==> src/rtl/uart_sched_pkg.sv <==
// Shared types and constants for the scheduled console UART transmitter.
package uart_sched_pkg;

  // Line FSM states.
  typedef enum logic [1:0] {
    ST_IDLE  = 2'd0,
    ST_START = 2'd1,
    ST_DATA  = 2'd2,
    ST_STOP  = 2'd3
  } state_e;

  // Bit periods per frame: start + data + stop.
  localparam int unsigned FRAME_BITS = 10;
  // Payload bits per frame.
  localparam int unsigned DATA_BITS  = 8;
  // Width of the data-bit index.
  localparam int unsigned BIT_IDX_W  = $clog2(DATA_BITS);

endpackage

==> src/rtl/uart_sched_fifo.sv <==
// Per-requester synchronous FIFO.
// Ports: clk/rst (async active-high), push/din write side (push ignored when
// full), pop/dout read side (dout shows the head, pop ignored when empty),
// full/empty registered status flags.
module uart_sched_fifo #(
  parameter int unsigned DEPTH = 4,
  parameter int unsigned W     = 8
) (
  input  logic         clk,
  input  logic         rst,
  input  logic         push,
  input  logic [W-1:0] din,
  input  logic         pop,
  output logic [W-1:0] dout,
  output logic         full,
  output logic         empty
);

  localparam int unsigned PTR_W = $clog2(DEPTH);
  localparam int unsigned CNT_W = PTR_W + 1;

  logic [W-1:0]     mem_q [DEPTH];
  logic [PTR_W-1:0] wr_ptr_q, wr_ptr_d;
  logic [PTR_W-1:0] rd_ptr_q, rd_ptr_d;
  logic [CNT_W-1:0] count_q, count_d;
  logic             full_q, full_d;
  logic             empty_q, empty_d;
  logic             push_ok, pop_ok;

  // Pointer/count update; a simultaneous push and pop leaves the count alone.
  always_comb begin
    push_ok  = push & ~full_q;
    pop_ok   = pop & ~empty_q;
    wr_ptr_d = push_ok ? wr_ptr_q + PTR_W'(1) : wr_ptr_q;
    rd_ptr_d = pop_ok ? rd_ptr_q + PTR_W'(1) : rd_ptr_q;
    count_d  = count_q + CNT_W'(push_ok) - CNT_W'(pop_ok);
    full_d   = (count_d == CNT_W'(DEPTH));
    empty_d  = (count_d == '0);
  end

  always_ff @(posedge clk or posedge rst) begin
    if (rst) begin
      wr_ptr_q <= '0;
      rd_ptr_q <= '0;
      count_q  <= '0;
      full_q   <= 1'b0;
      empty_q  <= 1'b1;
    end else begin
      wr_ptr_q <= wr_ptr_d;
      rd_ptr_q <= rd_ptr_d;
      count_q  <= count_d;
      full_q   <= full_d;
      empty_q  <= empty_d;
    end
  end

  // Storage needs no reset: empty/full gate every read and write.
  always_ff @(posedge clk) begin
    if (push_ok) begin
      mem_q[wr_ptr_q] <= din;
    end
  end

  assign dout  = mem_q[rd_ptr_q];
  assign full  = full_q;
  assign empty = empty_q;

endmodule

==> src/rtl/uart_tx_sched.sv <==
// Shared console transmitter: two requester FIFOs, round-robin frame
// scheduler and a clocked serial line (UART_tx data, UART_clk bit strobe).
// Ports: clk, rst (async active-high); wr0/din0/rdy0 and wr1/din1/rdy1
// requester write sides; busy (frame active or data queued); gnt (requester
// of the current/last frame); UART_tx (idle 1); UART_clk (rises mid-bit).
module uart_tx_sched
  import uart_sched_pkg::*;
#(
  parameter int unsigned DIV   = 8,
  parameter int unsigned DEPTH = 4
) (
  input  logic                 clk,
  input  logic                 rst,
  input  logic                 wr0,
  input  logic [DATA_BITS-1:0] din0,
  output logic                 rdy0,
  input  logic                 wr1,
  input  logic [DATA_BITS-1:0] din1,
  output logic                 rdy1,
  output logic                 busy,
  output logic                 gnt,
  output logic                 UART_tx,
  output logic                 UART_clk
);

  localparam int unsigned CW = $clog2(DIV);
  localparam logic [CW-1:0] CNT_LAST = CW'(DIV - 1);
  localparam logic [CW-1:0] CNT_HALF = CW'(DIV / 2);
  localparam logic [BIT_IDX_W-1:0] IDX_LAST = BIT_IDX_W'(DATA_BITS - 1);

  state_e                 state_q, state_d;
  logic [CW-1:0]          cnt_q, cnt_d;
  logic [BIT_IDX_W-1:0]   idx_q, idx_d;
  logic [DATA_BITS-1:0]   sh_q, sh_d;
  logic                   gnt_q, gnt_d;
  logic                   ptr_q, ptr_d;
  logic                   tx_q, tx_d;
  logic                   uclk_q, uclk_d;
  logic                   busy_q, busy_d;

  logic                   pop0, pop1;
  logic                   full0, full1;
  logic                   empty0, empty1;
  logic [DATA_BITS-1:0]   dout0, dout1;
  logic                   any_req, sel, launch, period_end;

  uart_sched_fifo #(.DEPTH(DEPTH), .W(DATA_BITS)) u_fifo0 (
    .clk   (clk),
    .rst   (rst),
    .push  (wr0),
    .din   (din0),
    .pop   (pop0),
    .dout  (dout0),
    .full  (full0),
    .empty (empty0)
  );

  uart_sched_fifo #(.DEPTH(DEPTH), .W(DATA_BITS)) u_fifo1 (
    .clk   (clk),
    .rst   (rst),
    .push  (wr1),
    .din   (din1),
    .pop   (pop1),
    .dout  (dout1),
    .full  (full1),
    .empty (empty1)
  );

  // Next-state, arbitration and line-output logic.
  always_comb begin
    state_d = state_q;
    cnt_d   = cnt_q;
    idx_d   = idx_q;
    sh_d    = sh_q;
    gnt_d   = gnt_q;
    ptr_d   = ptr_q;
    tx_d    = tx_q;
    pop0    = 1'b0;
    pop1    = 1'b0;
    launch  = 1'b0;

    any_req    = ~empty0 | ~empty1;
    // Pointer breaks ties; otherwise the only non-empty FIFO wins.
    sel        = (~empty0 & ~empty1) ? ptr_q : empty0;
    period_end = (cnt_q == CNT_LAST);

    if (state_q != ST_IDLE) begin
      cnt_d = period_end ? '0 : cnt_q + CW'(1);
    end

    case (state_q)
      ST_IDLE: begin
        if (any_req) begin
          launch = 1'b1;
        end
      end
      ST_START: begin
        if (period_end) begin
          state_d = ST_DATA;
          idx_d   = '0;
          tx_d    = sh_q[0];
          sh_d    = {1'b0, sh_q[DATA_BITS-1:1]};
        end
      end
      ST_DATA: begin
        if (period_end) begin
          if (idx_q == IDX_LAST) begin
            state_d = ST_STOP;
            tx_d    = 1'b1;
          end else begin
            idx_d = idx_q + BIT_IDX_W'(1);
            tx_d  = sh_q[0];
            sh_d  = {1'b0, sh_q[DATA_BITS-1:1]};
          end
        end
      end
      ST_STOP: begin
        if (period_end) begin
          // Chain straight into the next frame when anything is queued.
          if (any_req) begin
            launch = 1'b1;
          end else begin
            state_d = ST_IDLE;
            tx_d    = 1'b1;
          end
        end
      end
      default: begin
        state_d = ST_IDLE;
        tx_d    = 1'b1;
      end
    endcase

    // Grant: pop the winner into the shifter and start the frame.
    if (launch) begin
      state_d = ST_START;
      cnt_d   = '0;
      tx_d    = 1'b0;
      pop0    = ~sel;
      pop1    = sel;
      sh_d    = sel ? dout1 : dout0;
      gnt_d   = sel;
      ptr_d   = ~sel;
    end

    // Strobe is high during the second half of every bit period.
    uclk_d = (state_d != ST_IDLE) && (cnt_d >= CNT_HALF);
    // Queued data next cycle is known from this cycle's accepted writes.
    busy_d = (state_d != ST_IDLE) | (wr0 & ~full0) | (wr1 & ~full1)
           | ~empty0 | ~empty1;
  end

  always_ff @(posedge clk or posedge rst) begin
    if (rst) begin
      state_q <= ST_IDLE;
      cnt_q   <= '0;
      idx_q   <= '0;
      sh_q    <= '0;
      gnt_q   <= 1'b0;
      ptr_q   <= 1'b0;
      tx_q    <= 1'b1;
      uclk_q  <= 1'b0;
      busy_q  <= 1'b0;
    end else begin
      state_q <= state_d;
      cnt_q   <= cnt_d;
      idx_q   <= idx_d;
      sh_q    <= sh_d;
      gnt_q   <= gnt_d;
      ptr_q   <= ptr_d;
      tx_q    <= tx_d;
      uclk_q  <= uclk_d;
      busy_q  <= busy_d;
    end
  end

  assign rdy0     = ~full0;
  assign rdy1     = ~full1;
  assign busy     = busy_q;
  assign gnt      = gnt_q;
  assign UART_tx  = tx_q;
  assign UART_clk = uclk_q;

endmodule

==> config.mk <==
export PLATFORM = sky130hd
export DESIGN_NAME = uart_tx_sched
export DESIGN_NICKNAME = d
export VERILOG_FILES = /design/src/rtl/uart_sched_pkg.sv /design/src/rtl/uart_sched_fifo.sv /design/src/rtl/uart_tx_sched.sv
export SDC_FILE = /design/constraint.sdc
export NUM_CORES = 1
export LEC_CHECK = 0
export CAP_MARGIN = 30
export CORE_MARGIN = 2
export CORE_UTILIZATION = 50
export DETAILED_ROUTE_END_ITERATION = 12
export MAX_ROUTING_LAYER = met4
export PLACE_DENSITY = 0.65
export SLEW_MARGIN = 5
export SYNTH_ARGS = -nofsm -noshare
export SYNTH_HDL_FRONTEND = slang
export SYNTH_SLANG_ARGS = --single-unit
export TNS_END_PERCENT = 30
==> constraint.sdc <==
create_clock -name clk -period 6.13 [get_ports clk]
set_clock_uncertainty 0.15 [all_clocks]
set_input_delay 1.839 -clock clk [delete_from_list [all_inputs] [get_ports clk]]
set_output_delay 1.839 -clock clk [all_outputs]
set_load 0.02 [all_outputs]
==> flow_summary.json <==
{
  "fin_cells": 415,
  "seqCellArea_um2": 2902,
  "multi_input_area_um2": 1458,
  "cp-endpoint": "u_fifo1.full",
  "port_buffers": 25,
  "synth_top_family_by_area": "multiplexers",
  "pre_cts_ws_ns": 1.716,
  "ant_nets": 0,
  "slowest_delay_ns": 0.52,
  "cp.required_ns": 6.26,
  "grt_pass1_wl_um": 11670,
  "vias_per_cell": 5.395,
  "synth-edff-count": 64,
  "ios": 26,
  "pwr-share-seq": 0.482,
  "synth_cells": 274,
  "final_common_cell": "edfxtp_1",
  "cap_viol_max_count": 0,
  "cp-startpoint": "wr1",
  "vias": 2239,
  "netlist_area_um2": 4494,
  "drc": 0,
  "post_dp_cell_area_um2": 4831,
  "die_x_um": 98.81,
  "pwr-share-clk": 0.174,
  "max_freq_mhz": 251.7,
  "vdd_drop_max_uv": 185.3,
  "crit_path_cell_trace": "clkdlybuf4s50_1 > nor2b_1 > ha_1 > inv_1 > fa_1 > xnor2_1 > xnor2_1 > nor3b_1",
  "path_clk_slew_ns": 0.10,
  "synth_compound_area_frac": 0.04677,
  "rsz0062_at_grt": "false",
  "final_nets": 346,
  "final_cell_mix": "64 x edfxtp_1, 36 x dfrtp_1, 25 x clkdlybuf4s50_1",
  "grt_max_degree": 40,
  "drt_iter0_drc": 77,
  "switchingPower_w": 0.0007765,
  "startpoint_type": "input pin",
  "antenna_found_initial": 0,
  "reg2regPathDepth": 13,
  "gr-total-overflow": 0,
  "holdPathStages": 1,
  "path_max_fanout": 9,
  "clock-root-buffer": "clkbuf_8",
  "yosys_warnings": 0,
  "hp-start": "u_fifo1.count_q[2]",
  "cts_buffer_depth": 2,
  "cp_top_family": "simple AND/OR/NAND/NOR gates",
  "grt_pass1_vias": 2319,
  "start_util": 0.5154,
  "synth_simple_gate_area_frac": 0.05401,
  "r2r_start": "state_q[1]",
  "hold_viol": 0,
  "nFillCells": 697,
  "syn2layout_area_growth_pct": 11.55,
  "synthArstFlopShare": 0.3786,
  "power.share.combinational": 0.344,
  "min_path_type": "register to register",
  "fin_crit_ns": 3.972,
  "worst_path_most_repeated_cell": "xnor2_1",
  "slowest_stage": "nor2b_1",
  "p_int_w": 0.001488,
  "cts_buffers": 9,
  "dr.pass1.iters": 5,
  "setup-violations-final": 0,
  "leakage_nw": 1.994,
  "yosysUniqueCellTypes": 40,
  "cp_data_arrival_time_ns": 4.10,
  "min_period_over_period": 0.6480,
  "slew_viol_final": 0,
  "htreeDepth": 3,
  "wire_per_inst_um": 17.22,
  "synthMuxAreaShare": 0.1339,
  "cp_num_buf_inv": 2,
  "slew-limit-headroom": 0.5800,
  "core_area_um2": 8721,
  "status": "finished, final reports clean",
  "synth_fp_nets": 318,
  "reg2reg_to": "u_fifo1.full",
  "switching_share": 0.3429,
  "worstMarginPinSlew_ns": 0.6287,
  "clock_sinks": 103,
  "finish.instance_area_um2": 5014,
  "power_density_nw_per_um2": 451.6,
  "synth_adder_area_share": 0.07016,
  "drive_gt1_frac": 0.1401,
  "synthFlopType": "edfxtp_1",
  "cp-end-kind": "register",
  "grt_usage": 0.1633,
  "wl_um": 7147,
  "place_congestion": 0.7442,
  "cts_setup_buffers": 0,
  "synth_seq_cells": 103,
  "avgSynthCellArea_um2": 16.40,
  "diodes": 0,
  "postLayoutSetupSlackWorst_ns": 2.158,
  "r2r_slack_ns": 2.82,
  "yosys.area_share.xor_xnor": 0.01949,
  "cts_tree": "yes",
  "ctsResizeCount": 0,
  "critical_path_class": "input pin to register",
  "die_area_um2": 9763,
  "cts_hold_buf": 0,
  "dp_cells": 399,
  "dpl.hpwl_um": 4947,
  "clock_latency_ns": 0.36,
  "seq_area_frac_synth": 0.6456,
  "rows": 34,
  "worstSetupPathDepth": 8,
  "finalSetupTns_ns": 0,
  "dieHeight_um": 98.81
}
## state kept, by name (all words and copies together), names as in the netlist, 2 cells and up
signal,count
u_fifo0.count_q,3
u_fifo1.count_q,3
u_fifo0.mem_q,32
sh_q,8
cnt_q,3
u_fifo1.rd_ptr_q,2
u_fifo0.wr_ptr_q,2
state_q,2
u_fifo1.mem_q,32
idx_q,3
u_fifo1.wr_ptr_q,2
u_fifo0.rd_ptr_q,2
## per-layer routing
metal  track usage  up-vias  part of all wire
li1              -     1068                 -
met1        0.2119     1125              0.45
met2        0.2614       36              0.50
met3       0.03050       10             0.028
met4       0.05690        0             0.013
met5             -        -                 0
## cell families after synthesis
family                     after synthesis
muxes                                   40
DFF                                    103
buffers and inverters                   30
xor gates and xnor gates                10
AOI/OAI and AO/OA                       25
adders and majority gates               24
and+or+nand+nor                         42
## how the worst min path moves through the flow
stage	end	slack (ns)
detailed placement	u_fifo1.count_q[2]	0.34
global route	u_fifo1.count_q[2]	0.38
global placement	u_fifo1.count_q[2]	0.33
floorplan	u_fifo0.count_q[2]	0.31
CTS	u_fifo1.count_q[2]	0.36
finish	u_fifo1.count_q[2]	0.36
## final cells by class
cell class / count / area share
well taps: 108 / 0.02695
repair buffers: 26 / 0.05141
clock buffers: 10 / 0.02546
multi-input cells: 141 / 0.2907
inverters: 21 / 0.01572
flip-flops and latches: 103 / 0.5787
clock inverters: 6 / 0.01098
## power by group through the flow
| stage | Combinational (W) | Clock, W | Sequential, W |
|---|---|---|---|
| final | 0.000779 | 0.000393 | 0.00109 |
| after global routing | 0.000873 | 0.000427 | 0.00112 |
| after CTS | 0.000795 | 0.000401 | 0.00110 |
| after detailed placement | 0.000799 | 0 | 0.00111 |
| after global placement | 0.000772 | 0 | 0.00111 |
| after floorplan | 0.000674 | 0 | 0.00103 |
## cells in the mapped netlist (3+ instances only)
cell / n / area [µm²]
edfxtp_1: 64 / 1922
dfrtp_1: 36 / 900.9
mux2i_1: 23 / 230.2
ha_1: 22 / 275.3
inv_1: 21 / 78.83
mux4_2: 16 / 360.4
and2_1: 8 / 50.05
nor2_1: 8 / 30.03
xnor2_1: 8 / 70.07
a22o_1: 5 / 43.79
nand2_1: 5 / 18.77
nand3_1: 5 / 25.02
nor3_1: 5 / 25.02
a21oi_1: 4 / 20.02
nor2b_1: 4 / 25.02
o21ai_0: 4 / 20.02
a21o_1: 3 / 22.52
buf_2: 3 / 15.01
buf_4: 3 / 22.52
dfstp_2: 3 / 78.83
## metrics by stage
stage	hold WS (ns)	total power (W)	utilization
6_report	0.3614	0.002264	0.5749
5_1_grt	0.3831	0.002420	0.5749
4_1_cts	0.3636	0.002293	0.5749
3_5_place_dp	0.3399	0.001908	0.5539
3_3_place_gp	0.3302	0.001880	0.5539
2_1_floorplan	0.3051	0.001705	-
## worst register-to-register path, stage by stage (launching register included)
cell and delay, ns:
dfrtp_1 0.42, inv_1 0.14, ha_1 0.31, a21oi_2 0.11, nor3b_4 0.43, and2_4 0.23
ha_1 0.22, inv_1 0.06, ha_1 0.14, inv_1 0.05, fa_1 0.40, xnor2_1 0.15
xnor2_1 0.22, nor3b_1 0.21
(Power assumes the default switching activity.)
